[config.mk]
export PLATFORM = sky130hd
export DESIGN_NAME = life_grid_stepper
export DESIGN_NICKNAME = d
export VERILOG_FILES = /design/src/rtl/life_grid_stepper.sv
export SDC_FILE = /design/constraint.sdc
export NUM_CORES = 1
export LEC_CHECK = 0
export CORE_MARGIN = 3
export CORE_UTILIZATION = 59
export CTS_CLUSTER_DIAMETER = 50
export CTS_CLUSTER_SIZE = 30
export DETAILED_ROUTE_END_ITERATION = 8
export PLACE_DENSITY = 0.85
export SYNTH_ARGS = -nofsm -noshare
export SYNTH_HDL_FRONTEND = slang
export SYNTH_SLANG_ARGS = --single-unit
[constraint.sdc]
create_clock -name clk -period 7.7 [get_ports clk]
set_input_delay 1.54 -clock clk [delete_from_list [all_inputs] [get_ports clk]]
set_output_delay 1.54 -clock clk [all_outputs]
set_load 0.03 [all_outputs]
[src/rtl/life_grid_stepper.sv]
// life_grid_stepper: computes one Game-of-Life style generation from a source map into a
// destination map, one cell at a time, using an external single-bit read/write map interface.
// Each cell takes 9 FETCH cycles (one per 3x3 neighbourhood offset) followed by 1 WRITE cycle.
//
// Ports:
//   clk, rst_n         clock, asynchronous active-low reset
//   start              request one generation (ignored unless idle)
//   rd_x, rd_y         source-map read address (combinational read)
//   rd_data            source cell value for rd_x/rd_y in the same cycle
//   wr_x, wr_y         destination-map write address
//   wr_data, wr_en     destination cell value and write strobe
//   busy, done         generation in progress, one-cycle completion pulse
//   gen_count          number of completed generations (wraps)
//   live_count         live cells written in the last completed generation (saturating)
module life_grid_stepper #(
   parameter int unsigned MAP_W        = 32,
   parameter int unsigned MAP_H        = 32,
   parameter int unsigned WRAP         = 0,
   parameter logic [8:0]  BORN_MASK    = 9'b000001000,
   parameter logic [8:0]  SURVIVE_MASK = 9'b000001100,
   localparam int unsigned XW          = $clog2(MAP_W),
   localparam int unsigned YW          = $clog2(MAP_H)
) (
   input  logic          clk,
   input  logic          rst_n,
   input  logic          start,
   output logic [XW-1:0] rd_x,
   output logic [YW-1:0] rd_y,
   input  logic          rd_data,
   output logic [XW-1:0] wr_x,
   output logic [YW-1:0] wr_y,
   output logic          wr_data,
   output logic          wr_en,
   output logic          busy,
   output logic          done,
   output logic [15:0]   gen_count,
   output logic [15:0]   live_count
);

   localparam logic [XW-1:0] XMAX = XW'(MAP_W - 1);
   localparam logic [YW-1:0] YMAX = YW'(MAP_H - 1);

   typedef enum logic [1:0] {StIdle, StFetch, StWrite, StDone} state_e;

   state_e        state_q, state_d;
   logic [XW-1:0] x_q, x_d;
   logic [YW-1:0] y_q, y_d;
   logic [1:0]    ox_q, ox_d;        // 0,1,2 -> dx = -1,0,+1
   logic [1:0]    oy_q, oy_d;        // 0,1,2 -> dy = -1,0,+1
   logic [3:0]    n_q, n_d;
   logic          centre_q, centre_d;
   logic [15:0]   live_acc_q, live_acc_d;
   logic [15:0]   gen_q, gen_d;
   logic [15:0]   live_q, live_d;

   logic [XW-1:0] nx;
   logic [YW-1:0] ny;
   logic          x_off, y_off;
   logic          next_val;

   // Neighbour coordinates. Off-grid offsets (no wrap) leave the coordinate at the edge,
   // which is exactly the clamped in-range address.
   always_comb begin
      nx    = x_q;
      x_off = 1'b0;
      case (ox_q)
         2'd0: begin
            if (x_q == '0) begin
               if (WRAP != 0) nx = XMAX;
               else           x_off = 1'b1;
            end else begin
               nx = x_q - XW'(1);
            end
         end
         2'd2: begin
            if (x_q == XMAX) begin
               if (WRAP != 0) nx = '0;
               else           x_off = 1'b1;
            end else begin
               nx = x_q + XW'(1);
            end
         end
         default: nx = x_q;
      endcase
   end

   always_comb begin
      ny    = y_q;
      y_off = 1'b0;
      case (oy_q)
         2'd0: begin
            if (y_q == '0) begin
               if (WRAP != 0) ny = YMAX;
               else           y_off = 1'b1;
            end else begin
               ny = y_q - YW'(1);
            end
         end
         2'd2: begin
            if (y_q == YMAX) begin
               if (WRAP != 0) ny = '0;
               else           y_off = 1'b1;
            end else begin
               ny = y_q + YW'(1);
            end
         end
         default: ny = y_q;
      endcase
   end

   assign next_val = centre_q ? SURVIVE_MASK[n_q] : BORN_MASK[n_q];

   always_comb begin
      state_d    = state_q;
      x_d        = x_q;
      y_d        = y_q;
      ox_d       = ox_q;
      oy_d       = oy_q;
      n_d        = n_q;
      centre_d   = centre_q;
      live_acc_d = live_acc_q;
      gen_d      = gen_q;
      live_d     = live_q;
      unique case (state_q)
         StIdle: begin
            if (start) begin
               state_d    = StFetch;
               x_d        = '0;
               y_d        = '0;
               ox_d       = 2'd0;
               oy_d       = 2'd0;
               n_d        = 4'd0;
               live_acc_d = 16'd0;
            end
         end
         StFetch: begin
            if (ox_q == 2'd1 && oy_q == 2'd1) begin
               centre_d = rd_data;
            end else if (!x_off && !y_off) begin
               n_d = n_q + {3'b000, rd_data};
            end
            if (ox_q == 2'd2) begin
               ox_d = 2'd0;
               if (oy_q == 2'd2) begin
                  oy_d    = 2'd0;
                  state_d = StWrite;
               end else begin
                  oy_d = oy_q + 2'd1;
               end
            end else begin
               ox_d = ox_q + 2'd1;
            end
         end
         StWrite: begin
            if (next_val && live_acc_q != 16'hFFFF) live_acc_d = live_acc_q + 16'd1;
            n_d     = 4'd0;
            state_d = StFetch;
            if (x_q == XMAX) begin
               x_d = '0;
               if (y_q == YMAX) begin
                  // Publish counters on entry to DONE so they are valid alongside the pulse.
                  state_d = StDone;
                  gen_d   = gen_q + 16'd1;
                  live_d  = live_acc_d;
               end else begin
                  y_d = y_q + YW'(1);
               end
            end else begin
               x_d = x_q + XW'(1);
            end
         end
         StDone: begin
            state_d = StIdle;
         end
         default: state_d = StIdle;
      endcase
   end

   always_ff @(posedge clk or negedge rst_n) begin
      if (!rst_n) begin
         state_q    <= StIdle;
         x_q        <= '0;
         y_q        <= '0;
         ox_q       <= 2'd0;
         oy_q       <= 2'd0;
         n_q        <= 4'd0;
         centre_q   <= 1'b0;
         live_acc_q <= 16'd0;
         gen_q      <= 16'd0;
         live_q     <= 16'd0;
      end else begin
         state_q    <= state_d;
         x_q        <= x_d;
         y_q        <= y_d;
         ox_q       <= ox_d;
         oy_q       <= oy_d;
         n_q        <= n_d;
         centre_q   <= centre_d;
         live_acc_q <= live_acc_d;
         gen_q      <= gen_d;
         live_q     <= live_d;
      end
   end

   // Outputs decode from state so an asynchronous reset clears them immediately.
   assign busy       = (state_q == StFetch) || (state_q == StWrite);
   assign done       = (state_q == StDone);
   assign wr_en      = (state_q == StWrite);
   assign wr_data    = wr_en & next_val;
   assign wr_x       = wr_en ? x_q : '0;
   assign wr_y       = wr_en ? y_q : '0;
   assign rd_x       = (state_q == StFetch) ? nx : '0;
   assign rd_y       = (state_q == StFetch) ? ny : '0;
   assign gen_count  = gen_q;
   assign live_count = live_q;

endmodule

==> flow_summary.json, run 1 <==
{
  "dpl.cell_count": 623,
  "clk_path_buf_depth": 2,
  "period_minus_slack_ns": 4.75,
  "htreeDepth": 3,
  "post-route-period-util_pct": 61.7,
  "hp-class": "flip-flop to flip-flop",
  "synth_cell_types": 59,
  "wire_per_inst_um": 16.2,
  "critPathArrivalTime_ns": 3.21,
  "start_util_pct": 61.8,
  "place.gp.congestion": 0.910,
  "final_cells": 639,
  "vias_per_cell": 5.98,
  "crit-reg2reg-launch": "x_q[1]",
  "n_antenna_cell": 0,
  "antenna_found_initial": 0,
  "synth_cells": 496,
  "endpoint_kind": "primary output",
  "run_status": "complete, no violations",
  "nNetsFinal": 558,
  "syn_area_um2": 4250,
  "yosys_warnings": 0,
  "synth_ff_type": "dfrtp_1",
  "p_switching_mw": 0.538,
  "synth_edf_count": 0,
  "drtIter0Drc": 218,
  "final_cell_mix": "dfrtp_1 (69), nand2_1 (62), clkdlybuf4s50_1 (58)",
  "power_mw": 1.27,
  "dieArea_um2": 8250,
  "p_comb_share_pct": 41.0,
  "crit_path_end": "rd_x[0]",
  "finalSetupTns_ns": 0,
  "syn_to_final_growth_pct": 19.2,
  "p_clk_share_pct": 24.3,
  "cap_viol_max_count": 0,
  "cellPowerDensity_nw_per_um2": 251,
  "ir_drop_mv": 0.245,
  "placed_area_um2": 4860,
  "grt_max_degree": 70,
  "ys_ff_latch": 69,
  "reg2reg_slack_ns": 4.84,
  "start_kind": "flip-flop",
  "critPathKind": "flip-flop to primary output",
  "worstMarginPinSlew_ns": 1.03,
  "final_antenna_net_count": 0,
  "setup_viol": 0,
  "routed_wl_um": 10400,
  "die_w_um": 90.8,
  "p_int_mw": 0.734,
  "cts-root-buf": "clkbuf_8",
  "rsz0062_at_grt": "false",
  "syn_nets": 516,
  "cts_tree": "built",
  "grt_overflow": 0,
  "cts-hold-fix-buffers": 0,
  "rr_worst_depth": 5,
  "syn_area_per_cell_um2": 8.56,
  "first_pass_iters": 5,
  "critPathMaxFanout": 13,
  "pwr-share-seq_pct": 34.7,
  "slew_headroom_pct": 30.2,
  "synth_seq_area_share_pct": 40.7,
  "timing.rr.end": "live_count[9]",
  "cts.reportedPaths.clkPinSlew_ns": 0.08,
  "ios": 60,
  "drive_above_1_share_pct": 5.34,
  "numCtsBuffers": 9,
  "post_cts_buffers": 0,
  "grt_pass1_wl_um": 17800,
  "postLayoutCellArea_um2": 5060,
  "grt_pass1_vias": 3628,
  "dp_hpwl_um": 7100,
  "fmax_mhz": 211,
  "cp.required_ns": 6.16,
  "numPortBuffers": 59,
  "final_common_cell": "dfrtp_1",
  "crit_start": "x_q[1]",
  "post-route-drc-count": 0,
  "core-area_um2": 6870,
  "final_max_slew_viol_count": 0,
  "grtUsageTotal_pct": 26.2,
  "cts_resized": 0,
  "vias": 3822,
  "hold_viol_final": 0,
  "clock_sinks": 69,
  "p_leak_nw": 2.10,
  "dieHeight_um": 90.8,
  "synthArstFlopShare_pct": 100,
  "p_sw_share_pct": 42.3,
  "finalClockSkew_ns": 0.0139,
  "rows": 30,
  "post-route-util_pct": 73.7,
  "clock_latency_ns": 0.35
}
-- area by class of cell --
class,count,area (um2)
Fill cell,512,1810
Tap cell,96,120
Multi-Input combinational cell,377,2330
Clock inverter,6,70.1
Inverter,20,75.1
Sequential cell,69,1730
Clock buffer,10,138
Timing Repair Buffer,61,601
-- sequential cells by signal, indices dropped and copies added, names as in the netlist --
signal,flops
gen_count,16
live_acc_q,16
live_count,16
x_q,5
y_q,5
n_q,4
ox_q,2
oy_q,2
state_q,2
centre_q,1
-- metrics by stage --
stage,setup WS [ns],hold WS [ns]
2_1_floorplan,3.69,0.480
3_3_place_gp,3.46,0.461
3_5_place_dp,3.38,0.464
4_1_cts,2.99,0.482
5_1_grt,2.78,0.495
6_report,2.95,0.480
-- cell families after synthesis --
family,Yosys count,share of synthesized area [%]
and+or+nand+nor,206,25.3
AOI/OAI and AO/OA,120,17.4
DFF,69,40.7
buffers and inverters,50,4.48
xor gates and xnor gates,28,5.78
adders and majority gates,16,4.71
muxes,7,1.71
-- worst max-delay path, stage by stage, from the launching register on --
cell,delay [ns]
dfrtp_1,0.47
ha_1,0.26
and3_1,0.22
ha_1,0.45
inv_1,0.15
ha_1,0.30
a2bb2oi_1,0.13
nor2_1,0.09
o21a_1,0.13
clkdlybuf4s50_1,0.66
-- cells in the mapped netlist, drive strengths merged, types with 2 or more instances --
cell,number,area share (%)
a21o,4,0.71
o211ai,7,1.2
xnor2,21,4.3
and2,13,1.9
and4,6,1.2
nor2,26,2.3
ha,16,4.7
a22oi,2,0.35
inv,20,1.8
mux2i,5,1.2
a22o,2,0.41
nand3,28,3.3
or3,5,0.85
o31ai,2,0.35
and3,12,1.8
mux2,2,0.53
nand2,62,5.5
clkbuf,27,2.4
nor3,10,1.2
or4,5,0.88
nor3b,4,0.71
or2,2,0.35
o221ai,4,0.82
o21ai,40,4.7
nand2b,6,0.88
a21oi,31,3.7
buf,3,0.29
nor2b,5,0.74
xor2,7,1.4
o21a,2,0.35
nor4,7,1.0
a31oi,11,1.6
dfrtp,69,41
nand3b,3,0.53
nand4,8,1.2
o311ai,2,0.41
-- worst min path at each step --
stage / from / endpoint / cells past startpoint
floorplan: centre_q / centre_q / 1
global placement: live_count[0] / live_count[0] / 2
detailed placement: live_count[11] / live_count[11] / 2
CTS: gen_count[15] / gen_count[15] / 1
global route: gen_count[15] / gen_count[15] / 1
finish: live_count[11] / live_count[11] / 2
-- layer usage --
layer	up-vias	global-route usage (%)	routed length, um
met2	122	40.6	4890
met3	15	4.92	630
met4	0	7.66	132
met1	1826	37.5	4720
li1	1859	-	-
met5	-	0	0
-- power by group through the flow --
stage / logic [mW] / clock network, mW / registers [mW]
after floorplan: 0.396 / 0 / 0.413
after global placement: 0.512 / 0 / 0.445
after global routing: 0.570 / 0.331 / 0.449
after CTS: 0.518 / 0.312 / 0.440
after detailed placement: 0.514 / 0 / 0.448
final: 0.522 / 0.309 / 0.442
(Power assumes the default switching activity.)
==> inputs of run 2 (changes only) <==
CORE_UTILIZATION = 55   (was 59)
PLACE_DENSITY = 0.8   (was 0.85)
clock period = 5 ns   (was 7.7 ns; I/O delays follow)
==> run 2 against run 1 <==
  * Power increased by 49%
  * Routed wire length down 0.66%
  * Clock-buffer cell count is the same
  * Flip-flop and latch count is the same
  * Worst setup slack got worse by 2.1 ns
  * Utilization shrank 5.4 points
  * Combinational power rose by 54%
  * Die area increased by 6.8%
  * Sequential power increased by 53%
  * Worst hold slack worse by 0.0044 ns
  * Non-clock buffer count up 1
  * Highest routed layer unchanged
==> flow_summary.json, run 2 (same netlist as run 1, synthesis figures left out) <==
{
  "run_status": "complete, no violations",
  "final_cell_mix": "dfrtp_1 (69), nand2_1 (62), clkdlybuf4s50_1 (58)",
  "p_leak_nw": 2.09,
  "hold_viol_final": 0,
  "cp.required_ns": 4.00,
  "p_comb_share_pct": 42.5,
  "setup_viol": 0,
  "post_cts_buffers": 0,
  "holdPathEnd": "gen_count[15]",
  "clock_sinks": 69,
  "clk_path_buf_depth": 2,
  "pre_cts_ws_ns": 1.25,
  "pwr-share-seq_pct": 35.8,
  "crit_top_cell": "ha_1",
  "cts.reportedPaths.clkPinSlew_ns": 0.08,
  "final_common_cell": "dfrtp_1",
  "cellPowerDensity_nw_per_um2": 376,
  "holdPathStages": 1,
  "fin_hold_ws_ns": 0.476,
  "syn_to_final_growth_pct": 18.6,
  "cts_resized": 0,
  "numPortBuffers": 59,
  "slew_headroom_pct": 29.3,
  "endpoint_kind": "primary output",
  "p_sw_share_pct": 43.1,
  "cts_tree": "built",
  "fin_ws_ns": 0.834,
  "post-route-util_pct": 68.4,
  "drive_above_1_share_pct": 5.16,
  "fmax_mhz": 240,
  "p_switching_mw": 0.816,
  "routed_wl_um": 10300,
  "nNetsFinal": 559,
  "post-route-period-util_pct": 83.3,
  "grtUsageTotal_pct": 24.8,
  "finalSetupTns_ns": 0,
  "place.gp.congestion": 0.952,
  "p_int_mw": 1.08,
  "first_pass_iters": 5,
  "final_cells": 642,
  "start_kind": "flip-flop",
  "dieArea_um2": 8810,
  "dpl.cell_count": 627,
  "crit-reg2reg-launch": "x_q[1]",
  "timing.rr.end": "gen_count[8]",
  "fillers": 602,
  "worstMarginPinSlew_ns": 1.06,
  "power_mw": 1.89,
  "vias": 3877,
  "numCtsBuffers": 9,
  "critPathArrivalTime_ns": 3.17,
  "reg2reg_slack_ns": 2.17,
  "wire_per_inst_um": 16.1,
  "rr_worst_depth": 8,
  "min_from": "gen_count[15]",
  "drtIter0Drc": 215,
  "final_antenna_net_count": 0,
  "start_util_pct": 57.6,
  "grt_overflow": 0,
  "grt_max_degree": 51,
  "cp_slowest_stage_delay_ns": 0.67,
  "cap_viol_max_count": 0,
  "cp_slowest_cell": "clkdlybuf4s50_1",
  "placed_area_um2": 4860,
  "core-area_um2": 7370,
  "cts-hold-fix-buffers": 0,
  "critPathKind": "flip-flop to primary output",
  "die_w_um": 93.9,
  "finalClockSkew_ns": 0.0107,
  "rsz0062_at_grt": "false",
  "post-route-drc-count": 0,
  "critPathMaxFanout": 13,
  "final_max_slew_viol_count": 0,
  "antenna_found_initial": 0,
  "cts-root-buf": "clkbuf_8",
  "ir_drop_mv": 0.479,
  "grt_pass1_wl_um": 17400,
  "dp_hpwl_um": 7340,
  "rows": 31,
  "clock_latency_ns": 0.34,
  "grt_pass1_vias": 3696,
  "hp-class": "flip-flop to flip-flop",
  "dieHeight_um": 93.9,
  "vias_per_cell": 6.04,
  "p_clk_share_pct": 21.7,
  "crit_chain": "ha_1 > and3_1 > ha_1 > inv_1 > ha_1 > a2bb2oi_1 > nor2_1 > o21a_1 > clkdlybuf4s50_1",
  "htreeDepth": 3,
  "n_antenna_cell": 0,
  "ios": 60,
  "postLayoutCellArea_um2": 5040,
  "period_minus_slack_ns": 4.17
}
run 2: cell types whose count changed in the layout (fill, tap and decap cells not counted):
cell       previous run  this run
clkinv_4              1         0
buf_4                 2         3
bufinv_16             1         0
mux2i_1               4         5
mux2i_2               1         0
clkinv_2              0         1
run 2: cell type report:
class / instances / area (um2) / share of cell area, %
clock buffer: 10 / 138 / 2.73
clock inverter: 5 / 36.3 / 0.720
inverter: 20 / 75.1 / 1.49
multi-input combinational: 377 / 2330 / 46.2
sequential: 69 / 1730 / 34.3
tap: 99 / 124 / 2.46
timing repair buffer: 62 / 608 / 12.1
run 2: worst max-delay path by stage:
stage | startpoint | endpoint | slack (ns)
floorplan | x_q[1] | rd_x[3] | 1.53
detailed placement | x_q[1] | rd_x[0] | 1.25
finish | x_q[1] | rd_x[0] | 0.83
global route | x_q[1] | rd_x[0] | 0.64
global placement | x_q[1] | rd_x[0] | 1.31
CTS | x_q[1] | rd_x[0] | 0.86
run 2: power by group through the flow:
| stage | sequential (mW) | combinational (mW) | clock [mW] |
|---|---|---|---|
| floorplan | 0.636 | 0.610 | 0 |
| global placement | 0.681 | 0.781 | 0 |
| detailed placement | 0.687 | 0.800 | 0 |
| CTS | 0.676 | 0.805 | 0.421 |
| global route | 0.688 | 0.894 | 0.440 |
| finish | 0.678 | 0.805 | 0.410 |
run 2: layer usage:
metal | part of all wire (%) | up-vias | GRT usage, % | wire [um]
li1 | - | 1859 | - | -
met1 | 45 | 1864 | 33.6 | 4660
met2 | 47 | 134 | 40.3 | 4880
met3 | 5.5 | 20 | 3.69 | 568
met4 | 2.0 | 0 | 9.03 | 204
met5 | 0 | - | 0 | 0
run 2: critical path, delay by kind of cell (launching register included):
| kind | cells | cell delay [ns] |
|---|---|---|
| flops | 1 | 0.45 |
| buf+inv | 2 | 0.83 |
| simple gates | 2 | 0.28 |
| compound gates | 2 | 0.29 |
| fa+ha+maj | 3 | 0.97 |
